===== src/rtl/uart_pkg.sv =====
// uart_pkg: shared UART constants and the receiver state encoding.
package uart_pkg;
    localparam int OSR_DEF       = 16;
    localparam int DATA_BITS_DEF = 8;
    typedef enum logic [2:0] {IDLE, START, DATA, STOP, WAIT_HI} rx_state_t;
endpackage


===== src/rtl/sync_ff.sv =====
// sync_ff: multi-stage synchronizer for an asynchronous input, resets to 1 (line idle).
module sync_ff #(
    parameter int STAGES = 2
) (
    input  logic clk,
    input  logic rst,
    input  logic i_d,
    output logic o_q
);
    logic [STAGES-1:0] r_chain;
    always_ff @(posedge clk or posedge rst)
        if (rst) r_chain <= '1;
        else     r_chain <= {r_chain[STAGES-2:0], i_d};
    assign o_q = r_chain[STAGES-1];
endmodule


===== src/rtl/uart_rx_osr.sv =====
// uart_rx_osr: oversampling 8N1 UART receiver with valid/ready holding register,
// framing-error and overrun pulses. Paced entirely by the tick_osr strobe.
module uart_rx_osr
    import uart_pkg::*;
#(
    parameter int OSR         = OSR_DEF,
    parameter int DATA_BITS   = DATA_BITS_DEF,
    parameter int SYNC_STAGES = 2
) (
    input  logic                 clk,
    input  logic                 rst,
    input  logic                 tick_osr,
    input  logic                 rx,
    output logic [DATA_BITS-1:0] rx_data,
    output logic                 rx_valid,
    input  logic                 rx_ready,
    output logic                 frame_err,
    output logic                 overrun,
    output logic                 busy
);
    localparam int OW = $clog2(OSR);
    localparam int BW = $clog2(DATA_BITS + 1);
    rx_state_t            r_state, w_state_nx;
    logic [OW-1:0]        r_os_cnt, w_os_nx;
    logic [BW-1:0]        r_bit_cnt, w_bit_nx;
    logic [DATA_BITS-1:0] r_shreg, w_shreg_nx;
    logic                 w_rx_s, w_stop_ok, w_stop_bad, w_load;

    sync_ff #(.STAGES(SYNC_STAGES)) u_sync (.clk(clk), .rst(rst), .i_d(rx), .o_q(w_rx_s));

    always_ff @(posedge clk or posedge rst)
        if (rst) begin
            r_state   <= IDLE;
            r_os_cnt  <= '0;
            r_bit_cnt <= '0;
            r_shreg   <= '0;
        end else begin
            r_state   <= w_state_nx;
            r_os_cnt  <= w_os_nx;
            r_bit_cnt <= w_bit_nx;
            r_shreg   <= w_shreg_nx;
        end

    always_comb begin
        w_state_nx = r_state;
        w_os_nx    = r_os_cnt;
        w_bit_nx   = r_bit_cnt;
        w_shreg_nx = r_shreg;
        w_stop_ok  = 1'b0;
        w_stop_bad = 1'b0;
        if (tick_osr)
            case (r_state)
                IDLE:
                    if (!w_rx_s) begin
                        w_state_nx = START;
                        w_os_nx    = '0;
                    end
                START:
                    if (r_os_cnt == OW'(OSR/2 - 1)) begin
                        w_os_nx    = '0;
                        w_bit_nx   = '0;
                        w_state_nx = w_rx_s ? IDLE : DATA;
                    end else w_os_nx = r_os_cnt + 1'b1;
                DATA:
                    if (r_os_cnt == OW'(OSR - 1)) begin
                        w_os_nx    = '0;
                        w_shreg_nx = {w_rx_s, r_shreg[DATA_BITS-1:1]};
                        w_bit_nx   = r_bit_cnt + 1'b1;
                        if (r_bit_cnt == BW'(DATA_BITS - 1)) w_state_nx = STOP;
                    end else w_os_nx = r_os_cnt + 1'b1;
                STOP:
                    if (r_os_cnt == OW'(OSR - 1)) begin
                        w_os_nx    = '0;
                        w_stop_ok  = w_rx_s;
                        w_stop_bad = !w_rx_s;
                        // a low stop bit may be a break; wait for the line to return high
                        w_state_nx = w_rx_s ? IDLE : WAIT_HI;
                    end else w_os_nx = r_os_cnt + 1'b1;
                WAIT_HI:
                    if (w_rx_s) w_state_nx = IDLE;
                default:
                    w_state_nx = IDLE;
            endcase
    end

    assign w_load = w_stop_ok && (!rx_valid || rx_ready);

    always_ff @(posedge clk or posedge rst)
        if (rst) begin
            rx_data   <= '0;
            rx_valid  <= 1'b0;
            frame_err <= 1'b0;
            overrun   <= 1'b0;
        end else begin
            frame_err <= w_stop_bad;
            overrun   <= w_stop_ok && rx_valid && !rx_ready;
            if (w_load) begin
                rx_data  <= r_shreg;
                rx_valid <= 1'b1;
            end else if (rx_ready) rx_valid <= 1'b0;
        end

    assign busy = (r_state != IDLE);
endmodule


===== config.mk =====
export PLATFORM = sky130hd
export DESIGN_NAME = uart_rx_osr
export DESIGN_NICKNAME = d
export VERILOG_FILES = /design/src/rtl/uart_pkg.sv /design/src/rtl/sync_ff.sv /design/src/rtl/uart_rx_osr.sv
export SDC_FILE = /design/constraint.sdc
export NUM_CORES = 1
export LEC_CHECK = 0
export CORE_ASPECT_RATIO = 0.9
export CORE_MARGIN = 4
export CORE_UTILIZATION = 24
export CTS_CLUSTER_DIAMETER = 30
export CTS_CLUSTER_SIZE = 28
export DETAILED_ROUTE_END_ITERATION = 16
export RECOVER_POWER = 25
export SYNTH_ARGS = -nofsm -noshare
export SYNTH_HDL_FRONTEND = slang
export SYNTH_SLANG_ARGS = --single-unit

===== constraint.sdc =====
create_clock -name clk -period 2.4 [get_ports clk]
set_input_delay 0.48 -clock clk [delete_from_list [all_inputs] [get_ports clk]]
set_output_delay 0.48 -clock clk [all_outputs]
set_load 0.01 [all_outputs]

**After elaboration in Yosys (flattened, before gate mapping)**

Cells that the tools add are included.

- Register bits: 32
- Bits of input ports: 5
- Output and inout bits: 12
- Word-level logic and storage cells: 65

- Add/sub/neg operators: 2
- Eq/ne operators: 13
- Mux-type cells: 24
- Reduce and logical (&&, ||, !) cells: 17

Operator list:

| operator | number |
|---|---|
| 2-to-1 mux 3 bit | 7 |
| 2-to-1 mux 4 bit | 5 |
| case mux 3 bit (5 select lines) | 1 |
| case mux 4 bit (3 select lines) | 1 |
| != test 2 bit, second input constant | 5 |
| adder 4 x 1 -> 4 bit, second input constant | 2 |
| == test 4 x 3 -> 1 bit, second input constant | 2 |
| 2-to-1 mux 1 bit | 8 |
| case mux 4 bit (2 select lines) | 1 |
| AND reduction 7 bit | 1 |
| == test 3 x 2 -> 1 bit, second input constant | 2 |
| AND reduction 3 bit | 2 |
| nonzero test 3 bit | 2 |
| == test 4 bit, second input constant | 1 |
| AND reduction 4 bit | 1 |
| nonzero test 2 bit | 2 |
| == test 3 x 1 -> 1 bit, second input constant | 1 |
| == test 3 bit, second input constant | 1 |
| logical AND 1 bit | 3 |
| zero test 1 bit | 3 |
| zero test 3 bit | 1 |
| 2-to-1 mux 2 bit | 1 |
| != test 2 x 1 -> 1 bit, second input constant | 1 |
| OR reduction 2 bit | 1 |
| logical OR 1 bit | 1 |

**Logic depth before layout (Yosys ltp)**

Gate-level depths: netlist of run 1.

- Word-level depth: 6
- Gate-level depth with buffers: 5
- Mapped depth without buffers: 4

**Hierarchy**

A second synthesis of run 1 with hierarchy kept.

- Cells, all modules: 123
- Area, all modules: 1575.3 um^2

By module, submodules not included:

| module | instances | cells an instance | area an instance (um^2) | sequential area each (um^2) |
|---|---|---|---|---|
| uart_rx_osr | 1 | 120 | 1519.0 | 750.7 |
| sync_ff | 1 | 3 | 56.3 | 52.6 |

**Worst setup path before layout of run 1**

Ideal clock, no wire load.

- Path type: register to register
- Start: reg r_os_cnt[0]
- End: reg rx_data[0]
- Library setup time: 0.125 ns
- Data arrival time: 1.528 ns
- Required time: 2.275 ns
- Path slack: 0.748 ns
- Cell stages (with the launch flop): 6
- Path buffers: 1
- Clock period less this slack: 1.652 ns
- Path through: dfrtp_1 > ha_1 > and4_1 > and4_1 > buf_4 > mux2_2

- Cells in the longest elaborated chain, start to end: 5

Ends and longest elaborated chain:

| element | RTL line | source |
|---|---|---|
| start, declared | uart_rx_osr.sv:24 | `logic [OW-1:0] r_os_cnt, w_os_nx;` |
| start signal, assigned | uart_rx_osr.sv:39 | `r_os_cnt <= w_os_nx;` |
| == test 4 bit | uart_rx_osr.sv:72 | `if (r_os_cnt == OW'(OSR - 1)) begin` |
| 2-to-1 mux 1 bit | uart_rx_osr.sv:72 |  |
| 2-to-1 mux 1 bit | uart_rx_osr.sv:52 | `case (r_state)` |
| 2-to-1 mux 1 bit | uart_rx_osr.sv:51 | `if (tick_osr)` |
| logical AND 1 bit | uart_rx_osr.sv:86 | `assign w_load = w_stop_ok && (!rx_valid \|\| rx_ready);` |
| end signal, assigned | uart_rx_osr.sv:98 | `rx_data <= r_shreg;` |
| end, declared | uart_rx_osr.sv:14 | `output logic [DATA_BITS-1:0] rx_data,` |

Every way passes these cells.
A chain may end at the register's enable or synchronous reset.

**Worst setup path after layout of run 1**

- Start: reg r_state[1]
- End: out busy

- Cells in the longest elaborated chain, start to end: 1

Ends and longest elaborated chain:

| element | RTL line | source |
|---|---|---|
| start, declared | uart_rx_osr.sv:23 | `rx_state_t r_state, w_state_nx;` |
| start signal, assigned | uart_rx_osr.sv:38 | `r_state <= w_state_nx;` |
| nonzero test 3 bit | uart_rx_osr.sv:103 | `assign busy = (r_state != IDLE);` |
| end, declared | uart_rx_osr.sv:19 | `output logic busy` |

Every way passes these cells.

==> results.md, run 1 <==
* Clock sinks at 32
* Worst Setup End Kind: output port
* # nets final at around 150
* Number of inserted diodes at 0
* Fin. Hold Viols at 0
* Row cnt at 26
* Max_slew headroom at 0.483
* HP Class: reg2reg
* Postcts setup bufs at 0
* Worst IR drop on VDD at 0.000308 V
* Power density over cell area at 869 mW/mm^2
* Syn Nets at between 100 and 150
* CP Max Fanout at 11
* Worst setup margin at 272 ps
* Top cells by area, synth: dfrtp_1, mux2_2, dfstp_2, a31oi_1, buf_2
* Worst hold slack at 357 ps
* Reg-to-Reg End: rx_data[4]$_DFFE_PP0P_
* I/O pin count at 17
* Reg-to-reg setup timing slack at 450 ps
* Placement Setup Slack at 130 ps
* Congestion Overflow GR at 0
* Synth top cells by count: dfrtp_1, mux2_2, nand2_1
* Req. time, crit path at 1920 ps
* PortBufs at 16
* Hold Crit Depth at 0
* Clk pin slew, worst setup/hold paths at 70 ps
* TNS Setup at 0 ps
* Design area at 0.00181 mm^2
* Pin count of the biggest net entering global routing at 33
* Seq/Total Area, Yosys at 0.545
* Final Critical Period at 2130 ps
* Worst hold start: u_sync.r_chain[0]$_DFF_PP1_
* Fmax at 470 MHz
* ANT nets after route at 0
* Final Max Tran Viols at 0
* Ys flop type: dfrtp_1
* Clock skew at about 6.1 ps
* Mapped Area at 0.00148 mm^2
* Layout cells sized above 1 at 0.236
* Share of the synthesized area in the top cell type at 0.509
* Placement Cell Area at 0.00170 mm^2
* CTS tree: done
* DP HPWL at around 1800 um
* Worst-case clock buffer depth at 2
* First drt pass iteration count at 4
* Synthesized area per cell at between 10 and 15 um^2
* GPL Wtd Cong at 0.743
* CTS buffer count at 5
* Initial detailed-routing violation count at 62
* Ys Warns at 0
* Worst-Skew Late Latency at 280 ps
* Total track usage at 0.0784
* Root buf cell: clkbuf_8
* Initial antenna violation count at 0
* Vias at 943
* EDFF count, synth at 0
* Arr. time, crit path at 1650 ps
* #FFs+latches synth at 32
* Synth area leader: dfrtp_1
* Floorplan core area at 0.00582 mm^2
* Distinct cells, synth at 39
* Post-cts resize count at 0
* Chip width at 90.6 um
* Die outline area at 0.00747 mm^2
* First-pass GRT wire length at 4530 um
* DRC Markers at 0
* RSZ-0062 raised after global routing: false
* Design Power at 1.57 mW
* Async set or reset register ratio after synthesis at 1.00
* R2R cell count at 4
* CTS Hold Bufs at 0
* Vias per inst at 4.49
* Status: finished, final reports clean
* WL/cell at roughly 12 um
* Max cap viols at 0
* Synth Instances at 121
* Crit Path Class: reg2out
* Setup Viol. Count Final at 0
* H-tree level count at 2
* Worst Hold Path EP: u_sync.r_chain[1]$_DFF_PP1_
* Worst r2r src: r_os_cnt[0]$_DFFE_PP0P_
* Starting Density at 0.253
* Synth-to-Final Area Change at 22.5%
* Lkg Pwr at 0.793 nW
* Number of global-route vias before repair at 939
* DRT Wirelength at ~2600 um
* Top-count cell post-synth: dfrtp_1
* Fin crit share at 0.887
* Worst Tran Pin Value at 776 ps
* Die height at 82.4 um
* Worst setup SP type: flip-flop
==> flip-flops by register name (all words and copies together), names as in the netlist <==
name	count
r_os_cnt	4
rx_data	8
overrun	1
frame_err	1
r_state	3
r_shreg	8
rx_valid	1
u_sync.r_chain	2
r_bit_cnt	4
==> per-layer routing <==
layer	vias to the layer above	global-route usage	share of wire
met5	-	0	0
met4	0	0.0367	0.018
met3	4	0.0290	0.054
met2	16	0.121	0.43
met1	449	0.0987	0.50
li1	474	-	-
==> final cells by class <==
cell class,count,area (um^2)
clock buffer,5,68.8
multi-input combinational,77,609
tap,70,87.6
fill,581,4020
inverter,4,15.0
clock inverter,3,42.5
sequential,32,803
timing repair buffer,19,180
==> worst max-delay path: stages, from the launching register on <==
cell,delay [ps]
dfrtp_1,510
or3_1,380
clkdlybuf4s50_1,480
==> cell families (layout without fill, tap and decap cells) <==
family / after synthesis / count (layout) / synth area share
buffers and inverters: 12 / 31 / 0.0424
adders and majority gates: 2 / 2 / 0.0170
xor gates and xnor gates: 1 / 1 / 0.00594
DFF: 32 / 32 / 0.545
AOI/OAI and AO/OA: 19 / 19 / 0.104
muxes: 18 / 18 / 0.137
and+or+nand+nor: 37 / 37 / 0.149
==> power breakdown <==
part	total (mW)	internal, mW	switching (mW)
Combinational	0.313	0.170	0.143
Clock	0.513	0.307	0.206
Sequential	0.745	0.640	0.105
Total	1.57	1.12	0.454
==> through the flow <==
| step | utilization | std cells |
|---|---|---|
| final | 0.310 | 210 |
| after detailed placement | 0.292 | 202 |
| after floorplan | - | 121 |
| after global placement | 0.292 | 202 |
| after CTS | 0.311 | 210 |
| after global routing | 0.310 | 210 |
==> worst max-delay path by stage <==
stage                       startpoint                endpoint
6_report        r_state[1]$_DFFE_PP0P_                    busy
5_1_grt         r_state[1]$_DFFE_PP0P_                    busy
4_1_cts         r_state[1]$_DFFE_PP0P_                    busy
3_5_place_dp                  tick_osr  rx_data[4]$_DFFE_PP0P_
3_3_place_gp                  tick_osr  rx_data[3]$_DFFE_PP0P_
2_1_floorplan  r_os_cnt[0]$_DFFE_PP0P_  rx_data[0]$_DFFE_PP0P_
==> cells in the final DEF, fill, tap and decap left out, drive strengths merged, types with 3 or more instances in the layout <==
| cell | count |
|---|---|
| clkdlybuf4s50 | 14 |
| nand2 | 6 |
| mux2 | 17 |
| and2 | 3 |
| nand2b | 4 |
| a21oi | 3 |
| clkbuf | 6 |
| nor2 | 5 |
| dfrtp | 30 |
| nand3 | 4 |
| a31oi | 5 |
| inv | 4 |
Note: power is estimated with default switching activity, not from simulation.
==> run 2: changes to the inputs <==
Settings changed: CAP_MARGIN from default to 10.
==> results of run 2 <==
Same layout as run 1: the final DEF is identical, and so are final timing and power.
==> run 3: changes to the inputs <==
Settings changed: MAX_ROUTING_LAYER from default to met4.
==> results of run 3 <==
Same layout as run 1: the final DEF is identical, and so are final timing and power.
Among the figures that moved: final weighted congestion in routability-driven placement 0.743 -> 0.752; via count of the first global-routing pass 939 -> 938; overall routing resource usage 0.0784 -> 0.0807
